## src/rtl/seg_pkg.sv

```systemverilog
// Shared constants for the seven-segment scanner: glyph table and blank levels.
// All outputs are active-low; segment order is {g,f,e,d,c,b,a}.
package seg_pkg;

    typedef logic [3:0] nibble_t;
    typedef logic [2:0] idx_t;

    localparam logic [7:0] AnOff  = 8'hFF;
    localparam logic [6:0] SegOff = 7'h7F;

    // Entry n is the glyph for hex digit n (packed, so entry 15 is written first).
    localparam logic [15:0][6:0] GlyphTable = {
        7'h0E, 7'h06, 7'h21, 7'h46, 7'h03, 7'h08, 7'h10, 7'h00,
        7'h78, 7'h02, 7'h12, 7'h19, 7'h30, 7'h24, 7'h79, 7'h40
    };

endpackage

```

## src/rtl/seg_decode.sv

```systemverilog
// Combinational hex nibble to active-low seven-segment glyph lookup.
module seg_decode
    import seg_pkg::*;
(
    input  logic [3:0] nibble_i,
    output logic [6:0] glyph_o
);

    // Pure table lookup; no state lives here.
    always_comb begin
        glyph_o = GlyphTable[nibble_i];
    end

endmodule

```

## src/rtl/seg_scan.sv

```systemverilog
// Eight-digit multiplexed seven-segment scanner with a frame-synchronous shadow register.
// Optional macro SEG_BLANK_EN blanks leading-zero digits above the top nonzero nibble.
module seg_scan
    import seg_pkg::*;
#(
    parameter int unsigned DIV    = 50000,
    parameter int unsigned DIGITS = 8
) (
    input  logic                clk,
    input  logic                rst_n,
    input  logic                en,
    input  logic [31:0]         disp_in,
    input  logic [DIGITS-1:0]   dp_in,
    output logic [7:0]          an,
    output logic [6:0]          seg,
    output logic                dp,
    output logic                frame
);

    localparam int unsigned    PW      = $clog2(DIV);
    localparam logic [PW-1:0]  PresMax = PW'(DIV - 1);

    logic [PW-1:0]      presc_q, presc_d;
    idx_t               idx_q, idx_d;
    logic [31:0]        shadow_q, shadow_d;
    logic [DIGITS-1:0]  dpsh_q, dpsh_d;
    logic               frame_q, frame_d;
    logic [7:0]         an_q, an_d;
    logic [6:0]         seg_q, seg_d;
    logic               dp_q, dp_d;

    logic               tick;
    nibble_t            cur_nibble;
    logic [6:0]         cur_glyph;
    logic               blank;

    assign tick       = en && (presc_q == PresMax);
    assign cur_nibble = shadow_q[4*idx_q +: 4];

    seg_decode u_decode (
        .nibble_i (cur_nibble),
        .glyph_o  (cur_glyph)
    );

`ifdef SEG_BLANK_EN
    idx_t msd;

    // Locate the most-significant nonzero nibble; digit 0 is always the floor.
    always_comb begin
        msd = '0;
        for (int i = 1; i < 8; i++) begin
            if (shadow_q[4*i +: 4] != 4'h0) begin
                msd = idx_t'(i);
            end
        end
        blank = (idx_q > msd);
    end
`else
    assign blank = 1'b0;
`endif

    // Prescaler, digit index and frame-boundary snapshot of the display inputs.
    always_comb begin
        presc_d  = presc_q;
        idx_d    = idx_q;
        shadow_d = shadow_q;
        dpsh_d   = dpsh_q;
        frame_d  = 1'b0;
        if (en) begin
            if (tick) begin
                presc_d = '0;
                idx_d   = idx_q + idx_t'(1);
                if (idx_q == idx_t'(7)) begin
                    shadow_d = disp_in;
                    dpsh_d   = dp_in;
                    frame_d  = 1'b1;
                end
            end else begin
                presc_d = presc_q + PW'(1);
            end
        end
    end

    // Output drive derived from the current index and shadow; blank while disabled.
    always_comb begin
        an_d  = AnOff;
        seg_d = SegOff;
        dp_d  = 1'b1;
        if (en) begin
            an_d  = ~(8'b1 << idx_q);
            seg_d = blank ? SegOff : cur_glyph;
            dp_d  = ~dpsh_q[idx_q];
        end
    end

    // State and registered outputs; idx resets to 7 so the first tick starts a frame.
    always_ff @(posedge clk or negedge rst_n) begin
        if (!rst_n) begin
            presc_q  <= '0;
            idx_q    <= idx_t'(7);
            shadow_q <= '0;
            dpsh_q   <= '0;
            frame_q  <= 1'b0;
            an_q     <= AnOff;
            seg_q    <= SegOff;
            dp_q     <= 1'b1;
        end else begin
            presc_q  <= presc_d;
            idx_q    <= idx_d;
            shadow_q <= shadow_d;
            dpsh_q   <= dpsh_d;
            frame_q  <= frame_d;
            an_q     <= an_d;
            seg_q    <= seg_d;
            dp_q     <= dp_d;
        end
    end

    assign an    = an_q;
    assign seg   = seg_q;
    assign dp    = dp_q;
    assign frame = frame_q;

endmodule

```

## config.mk

```make
export PLATFORM = sky130hd
export DESIGN_NAME = seg_scan
export DESIGN_NICKNAME = d
export VERILOG_FILES = /design/src/rtl/seg_pkg.sv /design/src/rtl/seg_decode.sv /design/src/rtl/seg_scan.sv
export SDC_FILE = /design/constraint.sdc
export NUM_CORES = 1
export LEC_CHECK = 0
export ABC_AREA = 1
export BUFFER_PORTS_ARGS = -buffer_cell sky130_fd_sc_hd__buf_2
export CORE_MARGIN = 3
export CORE_UTILIZATION = 23
export CTS_CLUSTER_SIZE = 20
export DETAILED_ROUTE_END_ITERATION = 10
export PLACE_DENSITY = 0.41
export RECOVER_POWER = 50
export SKIP_LAST_GASP = 1
export SLEW_MARGIN = 20
export SYNTH_ARGS = -nofsm -noshare
export SYNTH_HDL_FRONTEND = slang
export SYNTH_HIERARCHICAL = 1
export SYNTH_SLANG_ARGS = --single-unit
```

## constraint.sdc

```tcl
create_clock -name clk -period 6.4 [get_ports clk]
set_input_delay 1.28 -clock clk [delete_from_list [all_inputs] [get_ports clk]]
set_output_delay 1.28 -clock clk [all_outputs]
set_load 0.01 [all_outputs]
```

==> results.md, run 1 <==
- Critical Setup Path Class: reg2reg
- Hold-fix buffers, CTS: 0
- PD cells: ~250 nW/um^2
- Reg-to-reg endpoint: seg[4]$_DFF_PN1_
- Register area share after synthesis: 47.3%
- Antenna diode count: 0
- Syn avg cell area: just over 8 um^2
- Synth Cell Area: 4070 um^2
- CTS tree: yes
- WL met1: 5310 um
- Number of flops mapped to enable cells by yosys: 0
- Top routing layer in use: met4
- Compound-gate portion of the synthesized area: between 5 and 6%
- Non-filler cells, final: 770
- Hold Path End: dpsh_q[2]$_DFFE_PN0P_
- WL/cell: 13.5 um
- Final nets: 597
- CP Launch Type: register
- Vias in the first global route: 3327
- RSZ-0062 raised after global routing: false
- Synth Area in Simple Gates: 33.7%
- Post-route cell area: 4830 um^2
- Clk buf depth: 2
- Hpwl dp: approximately 7300 um
- Relative max-transition margin: between 40 and 50%
- Most frequent cells in the layout: nand2_1 (156), dfrtp_1 (57), buf_2 (57), nand4_1 (45), nor2_1 (42)
- Routed length on met3: 360 um
- Wirelength, routed: approximately 10000 um
- Leading cell type in the layout, fill and taps excluded: nand2_1
- DRC errors left: 0
- Gpl congestion: 0.816
- Critical Path End Type: register
- Cells after Synth: roughly 500
- Die Ht: 139 um
- Post-CTS Setup Inserts: 0
- Largest family of logic cells by synthesized area: simple AND/OR/NAND/NOR gates
- Clk root buf: clkbuf_16
- Crit share post-route: about half
- Endpoint arrival time on the critical path: 3.59 ns
- Grt ovf: 0
- Vias: 3310
- WP data required: 6.66 ns
- Synth Register Bits: 76
- Initial antenna violation count: 0
- Area post-placement: 4480 um^2
- Prevailing post-synth register cell: dfrtp_1
- Cts repair resizes: 0
- Adder-Cell Fraction of Synth Area: 4.30%
- Worst Skew: 0.00544 ns
- Achievable frequency: approximately 300 MHz
- Area Overhead vs Synth: 18.6%
- RR Startpoint: idx_q[0]$_DFFE_PN1P_
- Xor/xnor cell area share of the yosys netlist: 1.29%
- CTS buffer count: 9
- Hold Path Origin: dpsh_q[2]$_DFFE_PN0P_
- Setup-failing EPs final: 0
- Hold WC Path Type: reg2reg
- Pins Over Slew Limit: 0
- Hold Path Depth: 2
- Largest net degree at the start of global routing: 77
- Worst-margin pin slew: 0.846 ns
- Layout cells sized above 1: 23.3%
- WL met2: 4520 um
- Die area: 19300 um^2
- Synth Net Count: between 500 and 600
- Worst-path maximum fanout: 24
- Max Cap Violations: 0
- Initial Utilization: 23.6%
- Hold Fails Final Rpt: 0
- Clk_lat worst skew: 0.34 ns
- Port Buffers: 59
- FF-to-FF path depth: 10
- Yosys warning total: 6
- DRT iter0 DRCs: 143
- Core area: 17300 um^2
- Post-synthesis mux area share: 0%
- Leakage: 2.45 nW
- Post-DRT Antenna Nets: 0
- GRT Total Usage: between 10 and 15%
- DP Cell Count: 754
- TNS Setup: 0 ns
- Via/cell ratio: 4.30
- Distinct cells, synth: 32
- Status: completed
- Num rows: 48
- Clk sinks: 76
- Drt pass-1 iters: 5
- Asr flop ratio synth: 100%
- Minimum clock period: 3.33 ns
- Chip width: 139 um
- CTS H-tree depth: 3
- Clock Pin Slew Worst Setup and Hold Paths: 0.06 ns
- First-pass GRT wire length: 17400 um
- Worst vdd ir: 0.116 mV
- I/O pins: 60
- Flop2flop setup slack: 3.07 ns
==> worst max-delay path by stage <==
stage	endpoint	depth (start not counted)	slack, ns	start
2_1_floorplan	shadow_q[28]$_DFFE_PN0P_	7	4.23	en
3_3_place_gp	shadow_q[31]$_DFFE_PN0P_	6	3.16	en
3_5_place_dp	shadow_q[4]$_DFFE_PN0P_	6	3.09	en
4_1_cts	seg[1]$_DFF_PN1_	10	3.45	idx_q[0]$_DFFE_PN1P_
5_1_grt	seg[5]$_DFF_PN1_	11	2.76	idx_q[0]$_DFFE_PN1P_
6_report	seg[4]$_DFF_PN1_	10	3.07	idx_q[0]$_DFFE_PN1P_
==> sequential cells by signal, summed over array words and instances, names as in the netlist <==
register	flops
an	8
dp	1
dpsh_q	8
frame	1
idx_q	3
presc_q	16
seg	7
shadow_q	32
==> worst max-delay path, cell delays in order (launching register included) <==
cell and delay [ns]:
dfstp_1 1.07, inv_1 0.61, o21ai_0 0.31, o22ai_1 0.15
nand2_1 0.09, nand2_1 0.24, inv_1 0.24, nand2_1 0.10
nand3_1 0.08, nand2_1 0.06, or2_2 0.30
==> routing by layer <==
metal,vias to the layer above,GRT usage [%]
met5,-,0
met4,0,4.69
met3,15,2.72
met2,62,16.4
met1,1531,15.6
li1,1702,-
==> logic make-up after synthesis <==
kind of cell / Yosys count
buffers and inverters: 67
adders and majority gates: 14
xor gates and xnor gates: 6
and+or+nand+nor: 293
AOI/OAI and AO/OA: 40
DFF: 76
==> area by class of cell <==
class	instances	area (um^2)
clock buffers	9	225
clock inverters	7	125
fillers	1925	12500
inverters	40	151
multi-input cells	353	1820
flip-flops and latches	76	1930
well taps	225	282
repair buffers	60	308
==> synth_stat cells (6+ instances only) <==
library cell	n	share of area, %
buf_2	6	0.74
buf_6	9	2.5
clkbuf_1	10	0.92
dfrtp_1	57	35
dfstp_2	19	12
ha_1	14	4.3
inv_1	34	3.1
nand2_1	156	14
nand2_2	9	1.4
nand3_1	19	2.3
nand4_1	45	6.9
nor2_1	42	3.9
o21ai_0	25	3.1
o22ai_1	9	1.4
or2_2	7	1.1
==> where the power goes <==
part           switching (mW)  leakage, nW  total [mW]  internal (mW)
Combinational          0.0536         1.33      0.0877         0.0341
Sequential             0.0301        0.955       0.533          0.503
Clock                   0.218        0.170       0.602          0.384
==> metrics by stage <==
step	hold WS, ns	setup WS (ns)	util, %	power (mW)
final	0.469	3.07	27.9	1.22
after global routing	0.495	2.76	27.9	1.28
after CTS	0.472	3.45	27.9	1.25
after detailed placement	0.456	3.09	25.9	0.632
after global placement	0.450	3.16	25.9	0.629
after floorplan	0.437	4.23	-	0.590
Power figures use the tool's default switching activity.
==> run 2: changes to the inputs <==
- PLACE_DENSITY: 0.41 -> 0.42
- clock period: 6.4 -> 2.7 ns (I/O delays scaled with it)
==> run 2 against run 1 <==
Setup slack worse by 2.8 ns; first-iteration DRC count up 63%; register-to-register slack worse by 2.8 ns; clock power up 89%; largest cell class unchanged; the run now ends with capacitance limit, slew limit left.
==> results.md, run 2 (same netlist as run 1, synthesis figures left out) <==
- Clock Pin Slew Worst Setup and Hold Paths: 0.06 ns (about the same)
- WL/cell: 13.4 um (-0.73%)
- Gpl congestion: 0.878 (+7.5%)
- Clk root buf: clkbuf_16
- DRT iter0 DRCs: 233 (+63%)
- GRT Total Usage: 11.5% (+0.35 points)
- Filler cell count: 1929 (+0.21%)
- Core area: 17300 um^2 (unchanged)
- Port Buffers: 59 (unchanged)
- Chip width: 139 um (unchanged)
- RR Startpoint: idx_q[0]$_DFFE_PN1P_
- Worst-margin pin slew: 2.20 ns (+1.35 ns)
- Hpwl dp: 7830 um (+8.0%)
- Final nets: 606 (+1.5%)
- Worst Skew: 0.00796 ns (+0.00252 ns)
- Hold WC Path Type: in2reg
- Clk sinks: 76 (unchanged)
- Hold Fails Final Rpt: 0 (unchanged)
- Pins Over Slew Limit: 39 (+39)
- WL met1: 5320 um (+0.15%)
- Routed length on met3: 503 um (+40%)
- Achievable frequency: 412 MHz (+37%)
- Antenna diode count: 0 (unchanged)
- Largest register FFs: 32 (unchanged)
- Drt pass-1 iters: 4 (-1)
- Relative max-transition margin: -46.6% (-90 points)
- Regs by FF count: shadow_q: 32 flops, presc_q: 16 flops
- Minimum clock period: 2.43 ns (-0.900 ns)
- Leakage: 2.46 nW (+0.16%)
- Post-route setup slack: 0.273 ns (-2.80 ns)
- FF-to-FF path depth: 11 (+1)
- Hold Path Depth: 3 (+1)
- Die area: 19300 um^2 (unchanged)
- Via/cell ratio: 4.32 (+0.46%)
- Worst vdd ir: 0.305 mV (+160%)
- Most frequent cells in the layout: nand2_1 (156), dfrtp_1 (57), buf_2 (57), nand4_1 (45), nor2_1 (43)
- DP Cell Count: 763 (+1.2%)
- Critical Setup Path Class: reg2reg
- Non-filler cells, final: 779 (+1.2%)
- Hold-fix buffers, CTS: 0 (unchanged)
- Post-route cell area: 4830 um^2 (unchanged)
- Top routing layer in use: met4
- Die Ht: 139 um (unchanged)
- WP data required: 2.96 ns (-3.70 ns)
- Endpoint arrival time on the critical path: 2.69 ns (-0.90 ns)
- Num rows: 48 (unchanged)
- Layout cells sized above 1: 24.4% (+1.1 points)
- Violated checks: capacitance limit, slew limit
- DRC errors left: 0 (unchanged)
- Critical Path End Type: register
- First-pass GRT wire length: 17700 um (+1.9%)
- Hold Path Origin: disp_in[16]
- PD cells: 541 nW/um^2 (+110%)
- Initial Utilization: 23.6% (unchanged)
- Clk_lat worst skew: 0.34 ns (about the same)
- Pre-CTS WS: 0.238 ns (-2.86 ns)
- Post-DRT Antenna Nets: 0 (unchanged)
- Initial antenna violation count: 0 (unchanged)
- Worst Setup SP: idx_q[0]$_DFFE_PN1P_
- Status: complete, but fails checks
- Top reg by flops: shadow_q
- Crit share post-route: 89.9% (+38 points)
- CTS tree: yes
- Setup-failing EPs final: 0 (unchanged)
- Worst-path maximum fanout: 19 (-21%)
- Grt ovf: 0 (unchanged)
- CP Launch Type: register
- Clk buf depth: 2 (unchanged)
- WL met2: 4480 um (-1.0%)
- Vias: 3364 (+1.6%)
- Leading cell type in the layout, fill and taps excluded: nand2_1
- Wirelength, routed: 10500 um (+0.43%)
- Vias in the first global route: 3256 (-2.1%)
- TNS Setup: 0 ns (unchanged)
- Area post-placement: 4560 um^2 (+1.8%)
- RSZ-0062 raised after global routing: false
- I/O pins: 60 (unchanged)
- Max Cap Violations: 1 (+1)
- CTS H-tree depth: 3 (unchanged)
- CTS buffer count: 9 (unchanged)
- Largest net degree at the start of global routing: 42 (-45%)
- Area Overhead vs Synth: 18.6% (unchanged)
run 2: cell types whose count changed in the layout (fill, tap and decap cells not counted), sizes merged:
| cell | previous run | this run |
|---|---|---|
| clkinvlp | 0 | 3 |
| clkinv | 6 | 3 |
| clkbuf | 10 | 16 |
| buf | 59 | 65 |
| bufinv | 3 | 0 |
run 2: path summary, 6_finish.rpt:
check,slack [ns],endpoint
setup / recovery,0.27,seg[3]$_DFF_PN1_
hold reg to reg,0.47,shadow_q[5]$_DFFE_PN0P_
setup reg to reg,0.27,seg[3]$_DFF_PN1_
hold / removal,0.45,shadow_q[16]$_DFFE_PN0P_
max in group asynchronous,0.51,shadow_q[1]$_DFFE_PN0P_
min in group asynchronous,0.84,presc_q[12]$_DFFE_PN0P_
run 2: worst max-delay path, cell delays in order, from the launching register on:
cell and delay (ns):
dfstp_2 0.40, inv_1 0.40, o21ai_0 0.16, o22ai_1 0.17, nand2_1 0.08, nand2_1 0.18
inv_1 0.14, ha_1 0.34, nand2_1 0.06, nand3_1 0.09, nand2_1 0.05, or2_2 0.28
run 2: per-stage QoR:
step	total power [mW]	util [%]	hold slack, ns
floorplan	1.40	-	0.244
global placement	1.50	26.4	0.467
detailed placement	1.50	26.4	0.467
CTS	2.67	28.0	0.198
global route	2.76	27.9	0.456
finish	2.62	27.9	0.446
run 2: cell type report:
cell class / instances / area [um^2] / share of cell area [%]
flip-flops and latches: 76 / 1930 / 39.8
clock inverters: 4 / 25.0 / 0.518
inverters: 40 / 155 / 3.21
multi-input cells: 353 / 1810 / 37.5
clock buffers: 12 / 256 / 5.31
well taps: 225 / 282 / 5.82
repair buffers: 69 / 375 / 7.77
run 2: layer usage:
metal  global-route usage (%)  vias to the layer above
met3                     2.59                       10
met2                     16.1                       70
met4                     4.79                        0
li1                         -                     1717
met1                     17.0                     1567
met5                        0                        -
run 2: what timing repair did:
| item | 4_1_cts | 5_1_grt |
|---|---|---|
| setup buffers | 0 | 0 |
| endpoints found under the setup margin | 0 | 5 |
| gates resized for setup | 0 | 1 |
run 2: report_power, final:
part	total [mW]	switching [mW]	internal (mW)	leakage (nW)
sequential	1.26	0.0713	1.19	0.955
combinational	0.208	0.125	0.0829	1.37
clock	1.14	0.475	0.669	0.135
